$ cat config.mk
export PLATFORM = sky130hd
export DESIGN_NAME = decoder38_scan
export DESIGN_NICKNAME = d
export VERILOG_FILES = /design/src/rtl/decoder38_scan.sv
export SDC_FILE = /design/constraint.sdc
export NUM_CORES = 1
export LEC_CHECK = 0
export ABC_AREA = 1
export CORE_MARGIN = 1.5
export CORE_UTILIZATION = 61
export CTS_CLUSTER_DIAMETER = 200
export CTS_CLUSTER_SIZE = 12
export DETAILED_ROUTE_END_ITERATION = 7
export DONT_BUFFER_PORTS = 1
export GPL_TIMING_DRIVEN = 0
export PLACE_DENSITY = 0.74
export REMOVE_ABC_BUFFERS = 1
export SYNTH_ARGS = -nofsm -noshare
export SYNTH_HDL_FRONTEND = slang
export SYNTH_SLANG_ARGS = --single-unit
export TNS_END_PERCENT = 10
$ cat constraint.sdc
create_clock -name clk -period 1.7 [get_ports clk]
set_input_delay 0.17 -clock clk [delete_from_list [all_inputs] [get_ports clk]]
set_output_delay 0.17 -clock clk [all_outputs]
set_load 0.01 [all_outputs]
$ cat src/rtl/decoder38_scan.sv
// -----------------------------------------------------------------------------
// decoder38_scan
//
// Registered 3-to-8 one-hot decoder with a built-in scan sequencer. It is the
// inverse of the lab's 8-to-3 encoder.
//   Direct mode (iMode = 0): a code on iData, qualified by iValid, is decoded
//     onto oData one clock later.
//   Scan mode   (iMode = 1): the index walks 0..7 (wrapping), each index held
//     for DIV clocks. This drives one-hot digit/row selects such as the
//     8-digit seven-segment display on the lab board.
//
// Parameters
//   DIV     clocks per scan step, must be >= 1
//
// Ports
//   clk     system clock, rising edge
//   rst     asynchronous reset, active-high
//   iEna    block enable; 0 blanks oData on the next edge, index/prescaler hold
//   iMode   0 = direct decode, 1 = scan
//   iValid  direct mode: iData is valid this cycle
//   iData   code to decode in direct mode
//   oData   one-hot select (bit n high <=> index n), registered
//   oIndex  index currently decoded onto oData, registered
//   oValid  one-cycle pulse when oIndex/oData take a new index, registered
// -----------------------------------------------------------------------------
module decoder38_scan #(
  parameter int DIV = 4
) (
  input  logic       clk,
  input  logic       rst,
  input  logic       iEna,
  input  logic       iMode,
  input  logic       iValid,
  input  logic [2:0] iData,
  output logic [7:0] oData,
  output logic [2:0] oIndex,
  output logic       oValid
);

  // A DIV of 1 still needs a 1-bit counter; it simply never leaves 0.
  localparam int            CW   = (DIV <= 1) ? 1 : $clog2(DIV);
  localparam logic [CW-1:0] LAST = CW'(DIV - 1);

  logic [CW-1:0] presc,   presc_nxt;
  logic          loaded,  loaded_nxt;
  logic [7:0]    data_nxt;
  logic [2:0]    index_nxt;
  logic          valid_nxt;

  function automatic logic [7:0] onehot(input logic [2:0] idx);
    onehot = 8'h01 << idx;
  endfunction

  // Next-state logic. oData is always rebuilt from the index (or zero), so it
  // can never drift into a multi-hot pattern.
  always_comb begin
    // NOTE: every signal gets a default before any branch so no path leaves a
    // value unassigned, which would otherwise infer a latch.
    presc_nxt  = presc;
    loaded_nxt = loaded;
    index_nxt  = oIndex;
    data_nxt   = 8'h00;
    valid_nxt  = 1'b0;

    if (iEna) begin
      if (!iMode) begin
        // Direct decode: the prescaler parks at 0 so a later switch into scan
        // mode always gives the current index a full DIV clocks.
        presc_nxt = '0;
        if (iValid) begin
          index_nxt  = iData;
          data_nxt   = onehot(iData);
          valid_nxt  = 1'b1;
          loaded_nxt = 1'b1;
        end else begin
          // Nothing decoded yet since reset: stay blank rather than showing
          // the reset index as if it had been requested.
          data_nxt = loaded ? onehot(oIndex) : 8'h00;
        end
      end else begin
        loaded_nxt = 1'b1;
        if (presc == LAST) begin
          presc_nxt = '0;
          index_nxt = oIndex + 3'd1;
          data_nxt  = onehot(oIndex + 3'd1);
          valid_nxt = 1'b1;
        end else begin
          presc_nxt = presc + CW'(1);
          data_nxt  = onehot(oIndex);
        end
      end
    end
  end

  // NOTE: state registers use non-blocking assignments so every flop samples
  // the pre-edge values, independent of statement order.
  always_ff @(posedge clk or posedge rst) begin
    if (rst) begin
      presc  <= '0;
      loaded <= 1'b0;
      oData  <= 8'h00;
      oIndex <= 3'd0;
      oValid <= 1'b0;
    end else begin
      presc  <= presc_nxt;
      loaded <= loaded_nxt;
      oData  <= data_nxt;
      oIndex <= index_nxt;
      oValid <= valid_nxt;
    end
  end

endmodule

### After elaboration in Yosys (flattened, before gate mapping)

Index checks and enable logic that the tools add are counted.

* flip-flop bits (word level): 15
* output and inout port bits: 12

* add/subtract/negate cells: 2
* equality and inequality tests: 2
* shift operators: 3
* multiplexer cells: 16
* reductions and logical operators: 3

Operators by type and width (number)
* two-way mux 8 bit: 5
* << shifter 1 x 3 -> 8 bit, first input constant: 3
* two-way mux 3 bit: 3
* two-way mux 1 bit: 6
* two-way mux 2 bit: 2
* adder 3 x 1 -> 3 bit, second input constant: 1
* AND reduction 3 bit: 1
* adder 2 x 1 -> 2 bit, second input constant: 1
* equality test 2 bit, second input constant: 1
* != test 2 x 1 -> 1 bit, second input constant: 1
* AND reduction 2 bit: 1
* nonzero test 2 bit: 1

### Longest topological paths before layout

Gate-level depths: netlist of the first run.

* depth after elaboration: 5
* depth in mapped cells: 8
* gate-level depth less buffers: 8

### Worst setup path before layout of the first run

OpenSTA, ideal clock, no wires.

* path type: register -> register
* start point: reg presc[0]
* end point: reg oIndex[2]
* arrival time: 1.103 ns
* required time: 1.584 ns
* path slack: 0.480 ns
* stages on the path, launching flop included: 9
* buffers on the path: 1
* clock period less this slack: 1.220 ns
* cells stage by stage: dfrtp_1 ha_1 buf_2 inv_1 nand2_1 nand2_2 inv_2 nand2_1 nand2_1

* cells in the longest elaborated chain, start to end: 3

Ends and longest elaborated chain
* start: declaration: line 44 `logic [CW-1:0] presc, presc_nxt;`
* start signal: assignment: line 105 `presc <= presc_nxt;`
* equality test 2 bit: line 82 `if (presc == LAST) begin`
* != test 2 x 1 -> 1 bit (no line)
* AND reduction 3 bit (no line)
* end signal: assignment: line 108 `oIndex <= index_nxt;`
* end: declaration: line 36 `output logic [2:0] oIndex,`

Every way passes these cells.
A chain may end at the register's enable or synchronous reset.

### Worst setup path in the final report of the first run

* start point: reg oIndex[2]
* end point: reg oData[5]

* cells in the longest elaborated chain, start to end: 5
* elaborated cells between the ends (all ways): 8

Ends and longest elaborated chain
* adder 3 x 1 -> 3 bit / << shifter 1 x 3 -> 8 bit (equally long branches): line 85, 51
* << shifter 1 x 3 -> 8 bit / two-way mux 8 bit (equally long branches): line 51, 78
* two-way mux 8 bit, on equally long branches: line 82, 70
* two-way mux 8 bit *: line 66 `if (!iMode) begin`
* two-way mux 8 bit *: line 65 `if (iEna) begin`
* named net data_nxt[5]: line 46 `logic [7:0] data_nxt;`
* end signal: assignment: line 107 `oData <= data_nxt;`
* end: declaration: line 35 `output logic [7:0] oData,`

Mark *: on every way through the listed nets, which the timed path passes. The rest lies on a longest branch.

==> results of run 1 <==
-- final timing paths --
path / endpoint / slack (ps) / cells after the start
hold reg to reg: presc[1] / 500 / 2
hold / removal: presc[1] / 4 / 2
setup / recovery: oData[5] / 280 / 6
min in group asynchronous: oData[3] / 360 / 2
setup reg to reg: oData[5] / 280 / 6
max in group asynchronous: presc[0] / 970 / 2
-- routing by layer --
layer	share of wire, %	track usage, %
met4	2.6	10.9
met2	46	43.2
met3	7.0	5.31
met5	0	0
met1	45	32.2
-- layout make-up --
class | instances | area [µm²] | area share [%]
inverters | 20 | 75.1 | 7.05
repair buffers | 1 | 10.0 | 0.940
well taps | 16 | 20.0 | 1.88
multi-input cells | 124 | 558 | 52.4
flip-flops and latches | 15 | 375 | 35.3
clock buffers | 4 | 26.3 | 2.47
-- sequential cells by signal, indices dropped and copies added, names as in the netlist --
| signal | flops |
|---|---|
| oData | 8 |
| oIndex | 3 |
| presc | 2 |
| loaded | 1 |
| oValid | 1 |
-- power groups by stage --
stage	sequential, mW	combinational (mW)	clock [mW]
6_report	0.486	0.314	0.208
5_1_grt	0.495	0.366	0.221
4_1_cts	0.485	0.311	0.209
3_5_place_dp	0.492	0.306	0
3_3_place_gp	0.489	0.297	0
2_1_floorplan	0.477	0.250	0
-- placed cells by master (no fill, tap or decap), drive strengths merged --
cell type,instances
inv,20
or2,1
dfrtp,15
o21ai,12
nand2,59
clkbuf,4
ha,6
dlygate4sd3,1
nand3,14
nor2,32
-- critical path: stages, from the launching register on --
cell and delay [ps]:
dfrtp_1 650, inv_1 200, nand2_1 120, nand2_1 130
nor2_1 140, nor2_1 50, nor2_1 80
-- through the flow --
step                      hold slack (ps)  power [mW]
after global routing                 40.8        1.08
after detailed placement              146       0.799
after global placement                132       0.786
after CTS                            4.28        1.01
final                                3.74        1.01
after floorplan                      71.5       0.727
-- cell families (layout without fill, tap and decap cells) --
logic type      count (synthesis)  in the layout  synth area share [%]
compound gates                 12             12                  5.85
fa+ha+maj                       6              6                  7.32
buf+inv                        23             25                  9.02
flops                          15             15                  36.6
simple gates                  106            106                  41.2
-- timing repair --
item	CTS	global route
endpoints found under the hold margin	15	0
buffers inserted	0	0
hold buffers	1	0
gates resized for setup	0	0
==> results.tsv, run 1 <==
stage	metric	value	unit
power	Lkg Pwr	0.581	nW
floorplanning	die height	44.0	µm
routing	Routed WL	2.19	mm
critical_path	r2r startpoint	oIndex[2]	
routing	initial DRC count	26	
synthesis	most frequent cell after synthesis	nand2_1	
timing	clock skew	5.08	ps
clocking	clk_lat worst skew	290	ps
synthesis	Yosys top cell area share	36.6	%
synthesis	FFs w/ async S/R, synth	100	%
power	Worst VDD drop	0.694	mV
global_route	number of global-route vias before repair	920	
synthesis	EDFF count, synth	0	
routing	post-route ant nets	0	
finish	share of post-route cells with drive strength above 1	4.88	%
timing	fin crit period	1420	ps
finish	Design Area, Final	1060	µm²
synthesis	Yosys cell types	13	
place	placed cell area	1030	µm²
clocking	CTS buffer count	3	
place	Place WS	327	ps
place	post-placement cell count	175	
clocking	clk slew on worst S/H paths	90	ps
synthesis	Seq cells post-synth	15	
synthesis	top cells by count, synth	nand2_1, nor2_1, inv_1	
global_route	Tot GR Track Use	25.8	%
critical_path	crit path launch type	flop	
floorplanning	Initial Util	66.6	%
run	max-capacitance violation count	0	
power	Clk network pwr share	20.7	%
critical_path	Worst setup EP type	flop	
global_route	largest net degree at the start of global routing	17	
power	NetSw	400	µW
floorplanning	die area	1940	µm²
synthesis	dominant cells by area after synthesis	dfrtp_1, nand2_1, nor2_1	
power	sequential power share	48.2	%
timing	Fin. Hold Viols	0	
synthesis	main flop type after synthesis	dfrtp_1	
finish	ant diodes	0	
routing	vias per inst	5.49	
place	HPWL Detailed	1.64	mm
timing	period utilization	83.7	%
critical_path	Max FO, Critical Path	13	
finish	P&R area growth vs syn	3.78	%
synthesis	Avg Cell Area, Syn	6.33	µm²
power	Sw Ratio	39.7	%
synthesis	leading area contributor after synthesis	dfrtp_1	
min_path	Worst Hold Launch	iEna	
clocking	H-tree level count	1	
synthesis	Synthesis Warnings	0	
finish	FILL cells	146	
critical_path	crit path DAT	1650	ps
floorplanning	I/O pin cnt	20	
synthesis	Mapped Area	1030	µm²
clocking	CTS Buffer Depth	2	
place	Placer Congestion	0.897	
synthesis	Seq/Total Area, Yosys	36.6	%
floorplanning	area of the core	1540	µm²
timing	RSZ-0062 raised after global routing	no	
floorplanning	Die Wd	44.0	µm
place	# port buffers	0	
timing	setup TNS	0	ps
finish	final cell count without fillers	180	
clocking	CTS tree	built	
timing	Worst Max-Slew Pin Slew	552	ps
global_route	first-pass GRT wire length	3.66	mm
critical_path	CP Class	flop to flop	
critical_path	Worst Setup SP	oIndex[2]	
timing	FMAX	0.702	GHz
critical_path	Worst Path Required	1930	ps
routing	Routed WL per cell	12.2	µm
global_route	initial antenna violation count	0	
synthesis	Mapped Cells	162	
finish	utilization after layout	69.1	%
clocking	# clock sinks	15	
routing	via count	989	
outcome	status	completed	
min_path	min-delay worst type	primary input to flop	
global_route	total gr overflow	0	
finish	Nets	179	
routing	Pre-antenna DRT Iters	5	
power	PD cells	946	nW/µm²
timing	Slew Limit Fails	0	
timing	endpoints failing setup	0	
timing	slew margin rel.	63.1	%
routing	drt drc	0	
floorplanning	row count	14	
clocking	Root Buffer	clkbuf_4	
timing	setup ws final	276	ps
power	Internal Pwr Total	608	µW
power	Gate power share	31.1	%
Note: power is estimated with default switching activity, not from simulation.
==> inputs of run 2 (changes only) <==
CORE_UTILIZATION = 55   (was 61)
PLACE_DENSITY = 0.7   (was 0.74)
clock period = 1.3 ns   (was 1.7 ns; I/O delays follow)
==> run 2 against run 1 <==
Critical path depth up 2. Count of clock-buffer cells in the layout did not move. Maximum frequency is 10% higher. Register-to-register slack got worse by 270 ps. Wire length rose by 15%. Die area up 10%. Cell count up 6.7%. Worst setup slack worse by 270 ps. Total power increased by 46%. Critical endpoint is now oData[4]. Highest routed layer unchanged.
==> results.tsv, run 2 (synthesized netlist as in run 1, its figures left out) <==
stage	metric	value	unit	change
finish	P&R area growth vs syn	15.7	%	was 3.78%
routing	initial DRC count	39		was 26
routing	Routed WL per cell	13.1	µm	was 12.2 µm
finish	Reg with most FFs	oData		unchanged
floorplanning	die area	2130	µm²	was 1940 µm²
critical_path	crit path DAT	1520	ps	was 1650 ps
clocking	H-tree level count	1		unchanged
critical_path	crit path launch type	flop		unchanged
timing	RSZ-0062 raised after global routing	yes		was no
timing	Slew Limit Fails	0		unchanged
power	PD cells	1240	nW/µm²	was 946 nW/µm²
finish	commonest non-fill, non-tap cells in the layout	nand2_1, nor2_1, inv_1, nand3_1, dfrtp_1		was nand2_1, nor2_1, inv_1
finish	ant diodes	0		unchanged
finish	share of post-route cells with drive strength above 1	15.6	%	was 4.88%
timing	endpoints failing setup	0		unchanged
finish	most common cell after layout, fill and taps aside	nand2_1		unchanged
clocking	clk slew on worst S/H paths	90	ps	about the same
routing	Routed WL	2.52	mm	was 2.19 mm
timing	fin crit period	1290	ps	was 1420 ps
critical_path	Worst Setup SP	oIndex[0]		was oIndex[2]
timing	clock skew	3.31	ps	was 5.08 ps
timing	Fin. Hold Viols	0		unchanged
floorplanning	die height	46.2	µm	was 44.0 µm
critical_path	reg-to-reg setup timing slack	8	ps	was 280 ps
timing	slew margin rel.	62.7	%	was 63.1%
power	Worst VDD drop	0.794	mV	was 0.694 mV
critical_path	Worst Path Required	1520	ps	was 1930 ps
routing	via count	1027		was 989
critical_path	Max FO, Critical Path	7		was 13
clocking	CTS Buffer Depth	2		unchanged
routing	vias per inst	5.35		was 5.49
floorplanning	row count	15		was 14
finish	biggest registers after layout	oData: 8 flops, oIndex: 3 flops, presc: 2 flops		unchanged
power	Lkg Pwr	0.588	nW	was 0.581 nW
min_path	Hold EP	presc[0]		was presc[1]
global_route	number of global-route vias before repair	867		was 920
timing	setup ws final	8.41	ps	was 276 ps
clocking	Root Buffer	clkbuf_4		unchanged
clocking	clk_lat worst skew	290	ps	about the same
routing	drt drc	0		unchanged
clocking	CTS buffer count	3		unchanged
global_route	first-pass GRT wire length	3.66	mm	about the same
clocking	# clock sinks	15		unchanged
outcome	status	completed		unchanged
timing	Worst Max-Slew Pin Slew	558	ps	was 552 ps
critical_path	reg2reg end	oData[4]		was oData[5]
global_route	largest net degree at the start of global routing	17		unchanged
finish	max reg flops	8		unchanged
finish	Nets	182		was 179
finish	utilization after layout	68.0	%	was 69.1%
clocking	CTS tree	built		unchanged
timing	period utilization	99.4	%	was 83.7%
global_route	initial antenna violation count	0		unchanged
global_route	total gr overflow	0		unchanged
place	HPWL Detailed	1.68	mm	was 1.64 mm
floorplanning	area of the core	1750	µm²	was 1540 µm²
critical_path	CP Class	flop to flop		unchanged
floorplanning	Die Wd	46.2	µm	was 44.0 µm
run	max-capacitance violation count	0		unchanged
floorplanning	I/O pin cnt	20		unchanged
global_route	Tot GR Track Use	24.3	%	was 25.8%
min_path	Worst Hold Launch	iEna		unchanged
floorplanning	Initial Util	58.8	%	was 66.6%
critical_path	Reg2Reg Depth	8		was 6
critical_path	r2r startpoint	oIndex[0]		was oIndex[2]
critical_path	Worst setup EP type	flop		unchanged
routing	Pre-antenna DRT Iters	4		was 5
min_path	min-delay worst type	primary input to flop		unchanged
timing	FMAX	0.774	GHz	was 0.702 GHz
routing	post-route ant nets	0		unchanged
place	# port buffers	0		unchanged
place	Place WS	-77.3	ps	was 327 ps
power	Power Total	1.47	mW	was 1.01 mW
min_path	Hold Crit Depth	2		unchanged
finish	FILL cells	152		was 146
place	Placer Congestion	0.831		was 0.897
run 2: repair_timing:
action / 4_1_cts / 5_1_grt
setup endpoints to repair: 9 / 10
gates resized for setup: 7 / 19
setup buffers: 0 / 1
hold endpoints to repair: 16 / 0
pin swaps: 0 / 3
hold buffers: 3 / 0
run 2: through the flow:
| stage | TNS [ps] | cell area, µm² | hold WS, ps | std cells |
|---|---|---|---|---|
| 3_5_place_dp | -394 | 1040 | 110 | 184 |
| 5_1_grt | -262 | 1190 | 12.0 | 192 |
| 6_report | 0 | 1190 | 19.3 | 192 |
| 3_3_place_gp | -309 | 1040 | 95.2 | 184 |
| 4_1_cts | 0 | 1110 | 26.5 | 191 |
| 2_1_floorplan | 0 | 1010 | 31.5 | 159 |
run 2: how the worst max path moves through the flow:
stage	end	slack, ps	cells after the start
4_1_cts	oData[2]	10	8
2_1_floorplan	oData[5]	100	7
3_5_place_dp	oData[3]	-80	7
5_1_grt	oData[3]	-50	7
6_report	oData[4]	8	8
3_3_place_gp	oData[3]	-60	7
run 2: routing by layer:
| metal | GRT usage (%) | wire (µm) |
|---|---|---|
| met1 | 32.9 | 1030 |
| met4 | 10.9 | 59 |
| met3 | 4.71 | 236 |
| met2 | 37.2 | 1190 |
| met5 | 0 | 0 |
run 2: worst max-delay path, stage by stage, from the launching register on:
cell	delay (ps)
dfrtp_2	510
inv_2	140
ha_4	160
nand2_1	80
inv_1	70
nand2_1	50
nand2_1	60
nand2_1	50
nor2_1	100
run 2: power by group:
group          internal, mW  switching [mW]
clock network         0.119           0.157
logic                 0.210           0.323
registers             0.535           0.125
total                 0.865           0.605
run 2: cell type report:
class	count	area (µm²)	area share [%]
Tap cell	25	31.3	2.63
Timing Repair Buffer	4	35.0	2.95
Clock buffer	4	26.3	2.21
Inverter	20	77.6	6.53
Multi-Input combinational cell	124	638	53.7
Sequential cell	15	379	31.9
